File: src/rtl/sign_narrow_32.sv
// Bit-serial signed narrowing of a 32-bit value to 16 or 6 bits.
// Scans from bit 30 down to the target sign bit, then saturates or truncates.
module sign_narrow_32 (
  input  logic        clk,
  input  logic        rst_n,
  input  logic        in_valid,
  output logic        in_ready,
  input  logic [31:0] in_data,
  input  logic        in_mode,
  output logic        out_valid,
  input  logic        out_ready,
  output logic [15:0] out_data,
  output logic        out_ovf
);

  typedef enum logic [1:0] {IDLE, SCAN, DONE} state_t;

  state_t      state_reg, state_next;
  logic [31:0] d_reg, d_next;
  logic        mode_reg, mode_next;
  logic [4:0]  idx_reg, idx_next;
  logic [15:0] data_reg, data_next;
  logic        ovf_reg, ovf_next;

  logic [15:0] fit_data;
  logic [15:0] sat_data;
  logic [4:0]  last_idx;

  // Truncated result; in 6-bit mode bits above 5 replicate bit 5.
  generate
    for (genvar gi = 0; gi < 16; gi++) begin : g_fit
      if (gi < 6) begin : g_low
        assign fit_data[gi] = d_reg[gi];
      end else begin : g_high
        assign fit_data[gi] = mode_reg ? d_reg[5] : d_reg[gi];
      end
    end
  endgenerate

  assign sat_data = d_reg[31] ? (mode_reg ? 16'hFFE0 : 16'h8000)
                              : (mode_reg ? 16'h001F : 16'h7FFF);
  assign last_idx = mode_reg ? 5'd5 : 5'd15;

  always_ff @(posedge clk or negedge rst_n) begin
    if (!rst_n) begin
      state_reg <= IDLE;
      d_reg     <= '0;
      mode_reg  <= 1'b0;
      idx_reg   <= '0;
      data_reg  <= '0;
      ovf_reg   <= 1'b0;
    end else begin
      state_reg <= state_next;
      d_reg     <= d_next;
      mode_reg  <= mode_next;
      idx_reg   <= idx_next;
      data_reg  <= data_next;
      ovf_reg   <= ovf_next;
    end
  end

  always_comb begin
    state_next = state_reg;
    d_next     = d_reg;
    mode_next  = mode_reg;
    idx_next   = idx_reg;
    data_next  = data_reg;
    ovf_next   = ovf_reg;
    case (state_reg)
      IDLE: begin
        if (in_valid) begin
          d_next     = in_data;
          mode_next  = in_mode;
          idx_next   = 5'd30;
          state_next = SCAN;
        end
      end
      SCAN: begin
        if (d_reg[idx_reg] != d_reg[31]) begin
          ovf_next   = 1'b1;
          data_next  = sat_data;
          state_next = DONE;
        end else if (idx_reg == last_idx) begin
          ovf_next   = 1'b0;
          data_next  = fit_data;
          state_next = DONE;
        end else begin
          idx_next = idx_reg - 5'd1;
        end
      end
      DONE: begin
        if (out_ready) begin
          state_next = IDLE;
        end
      end
      default: state_next = IDLE;
    endcase
  end

  assign in_ready  = (state_reg == IDLE);
  assign out_valid = (state_reg == DONE);
  assign out_data  = data_reg;
  assign out_ovf   = ovf_reg;

endmodule

File: config.mk
export PLATFORM = sky130hd
export DESIGN_NAME = sign_narrow_32
export DESIGN_NICKNAME = d
export VERILOG_FILES = /design/src/rtl/sign_narrow_32.sv
export SDC_FILE = /design/constraint.sdc
export NUM_CORES = 1
export LEC_CHECK = 0
export CAP_MARGIN = 15
export CORE_MARGIN = 1
export CORE_UTILIZATION = 40
export CTS_CLUSTER_SIZE = 25
export DETAILED_ROUTE_END_ITERATION = 8
export PLACE_DENSITY_LB_ADDON = 0.25
export SYNTH_ARGS = -nofsm -noshare
export SYNTH_HDL_FRONTEND = slang
export SYNTH_SLANG_ARGS = --single-unit
File: constraint.sdc
create_clock -name clk -period 3.8 [get_ports clk]
set_input_delay 0.57 -clock clk [delete_from_list [all_inputs] [get_ports clk]]
set_output_delay 0.57 -clock clk [all_outputs]
set_load 0.05 [all_outputs]
==> results.yml <==
clock_network:
  clock_path_buffers: 2
  path_clk_slew_ns: 0.07
  post_cts_buffers: 0
  clock-sinks: 57
  cts_resized: 0
  cts_root_buf: "clkbuf_8"
  htreeDepth: 3
  cts_buffers: 9
  worstSkewPairLatency_ns: 0.33
  hold_buffers: 0
  tritoncts: "built"
floorplan:
  io-pin-count: 56
  fp.coreArea_um2: 7331
  die-area_um2: 8040
  initial_utilization: 0.4194
  rows: 31
  die_h_um: 89.67
  die_x_um: 89.67
global_route:
  grt_use_total: 0.1938
  grt_use_met1: 0.2784
  overflow: 0
  grt_pass1_vias: 2281
  top_usage_layer: "met2"
  grt_pass1_wl_um: 11540
  antenna_found_initial: 0
  grt_use_met3: 0.05119
  use_met2: 0.2824
  grt_max_degree: 38
layout:
  largest_reg_flops: 32
  multi_input_area_um2: 1529
  register_area_um2: 1426
  antennaDiodeCount: 0
  final_layout_size_suffix_gt1_frac: 0.2368
  final_nets: 354
  fillers: 648
  area_delta_synth_final_pct: 28.37
critical_path:
  critical_path_class: "register to register"
  crit_chain: "mux2_1 > mux4_2 > o221ai_2 > nand4_2 > and3b_1 > o41ai_2"
  slowest_stage: "dfrtp_1"
  cp_num_buf_inv: 0
  crit_arrival_ns: 3.26
  crit_family: "multiplexers"
  slowest_delay_ns: 0.58
  worst_setup_path_start_kind: "register"
  cp.required_ns: 4.03
  cp_max_fo: 9
  end_kind: "register"
  ff2ff_setup_slack_ns: 0.77
pwr:
  power_density_nw_per_um2: 1022
  peakVddDrop_v: 0.0003808
  p_leak_nw: 1.606
route:
  drtIter0Drc: 154
  ant_nets: 0
  drt_first_pass_iters: 4
  via_per_inst: 5.690
  wl_per_cell_um: 16.96
  drc: 0
  wl_um: 7123
  vias: 2390
yosys:
  ys_ff_latch: 57
  yosys-mux-area-fraction: 0.2059
  synth-compound-area-share: 0.1787
  yosys-top-cells-count: "dfrtp_1 (57), mux2_2 (36), mux2i_1 (16), nor2_1 (14), clkbuf_1 (12)"
  synth_top_cell_by_area: "dfrtp_1"
  synthCells: 263
  synth.distinct_cells: 50
  synth_adder_area_share: 0.004070
  ys_seq_area_frac: 0.4640
  synth.most_common_cell: "dfrtp_1"
  synth_area_um2: 3074
  synthSimpleGateAreaFrac: 0.1087
  syn_nets: 301
  syn_area_per_cell_um2: 11.69
  synth_xor_area_frac: 0
  netlist_top_cells_area: "dfrtp_1 (46%), mux2_2 (13%), mux2i_1 (5.2%), o41ai_2 (4.8%), o221ai_1 (3.1%)"
  yosys_warnings: 0
  synthArstFlopShare: 1.000
  yosysTopAreaCellShare: 0.4640
  synth_edf_count: 0
  synth_top_family_by_area: "multiplexers"
  synth-main-ff-cell: "dfrtp_1"
worst_hold_path:
  hp-class: "input pin to async pin"
timing:
  max_clock_freq_mhz: 329.8
  slew_viol_final: 0
  setup_tns_ns: 0
  setup_viol: 0
  fin_crit_ns: 3.032
  tightest_slew_ns: 1.041
  fin_skew_ns: 0.01156
  hold_viol_final: 0
  fin_ws_ns: 0.7679
  rsz0062_at_grt: "no"
  min_period_over_period: 0.7979
  maxSlewHeadroom: 0.3026
placed_design:
  portBuffers: 55
  place_congestion: 0.8883
  dp_hpwl_um: 5161
  dp_slack_ns: 0.7573
run:
  cap_violations: 0
run_status:
  outcome: "completed"
-- logic make-up after synthesis --
family / after synthesis
simple gates: 62
flops: 57
compound gates: 60
buf+inv: 27
mux: 56
fa+ha+maj: 1
-- worst paths after layout --
path | startpoint | end | depth (start not counted)
hold / removal | rst_n | out_data[6] | 1
hold reg to reg | out_ovf | out_ovf | 2
max in group asynchronous | rst_n | d_reg[28] | 2
setup / recovery | idx_reg[0] | out_data[13] | 6
min in group clk | out_ovf | out_ovf | 2
setup reg to reg | idx_reg[0] | out_data[13] | 6
-- per-stage QoR --
stage | utilization | hold slack (ns) | total power [mW] | cells | instance area [um2]
2_1_floorplan | - | 0.2744 | 2.752 | 263 | 3074
3_3_place_gp | 0.5037 | 0.4860 | 3.270 | 404 | 3692
3_5_place_dp | 0.5037 | 0.4962 | 3.318 | 404 | 3692
4_1_cts | 0.5383 | 0.2156 | 4.047 | 420 | 3946
5_1_grt | 0.5383 | 0.2462 | 4.286 | 420 | 3946
6_report | 0.5383 | 0.2070 | 4.032 | 420 | 3946
-- placed cells by master, fill, tap and decap left out, types with 2 or more instances in the layout --
master,count
dfrtp_1,57
clkdlybuf4s50_1,54
mux2_2,36
mux2i_1,16
nor2_1,14
nor3_1,11
o221ai_1,11
clkbuf_8,11
inv_1,10
o21ai_0,9
o41ai_2,9
nand2_1,8
a22oi_1,5
nor2b_1,4
and2_1,4
nand3_1,4
nand2b_1,4
a31oi_1,4
a21oi_1,4
buf_4,4
and3_1,3
bufinv_16,3
mux2_1,2
mux4_2,2
and3b_1,2
or2_2,2
o31ai_1,2
-- worst reg2reg max path: cells and delay by family (launching register included) --
| family | cells | cell delay, ns |
|---|---|---|
| AO/OA/AOI/OAI | 2 | 0.74 |
| flip-flops | 1 | 0.58 |
| multiplexers | 2 | 0.89 |
| AND/OR/NAND/NOR | 2 | 0.73 |
-- power breakdown --
group,switching (mW),leakage (nW),internal [mW]
sequential,0.293,0.669,0.904
clock,0.241,0.127,0.473
combinational,1.23,0.810,0.891
-- final cells by class --
cell class | instances | area share
clock inverter | 4 | 0.02505
inverter | 10 | 0.009512
clock buffer | 12 | 0.03932
timing repair buffer | 59 | 0.1458
tap | 99 | 0.03139
sequential | 57 | 0.3614
multi-input combinational | 179 | 0.3874
-- per-layer routing --
metal / part of all wire / up-vias / wire (um)
met5: 0 / - / 0
met4: 0.012 / 0 / 89
met3: 0.052 / 7 / 368
met2: 0.46 / 88 / 3275
met1: 0.48 / 1178 / 3389
li1: - / 1117 / -
Note: power is estimated with default switching activity, not from simulation.
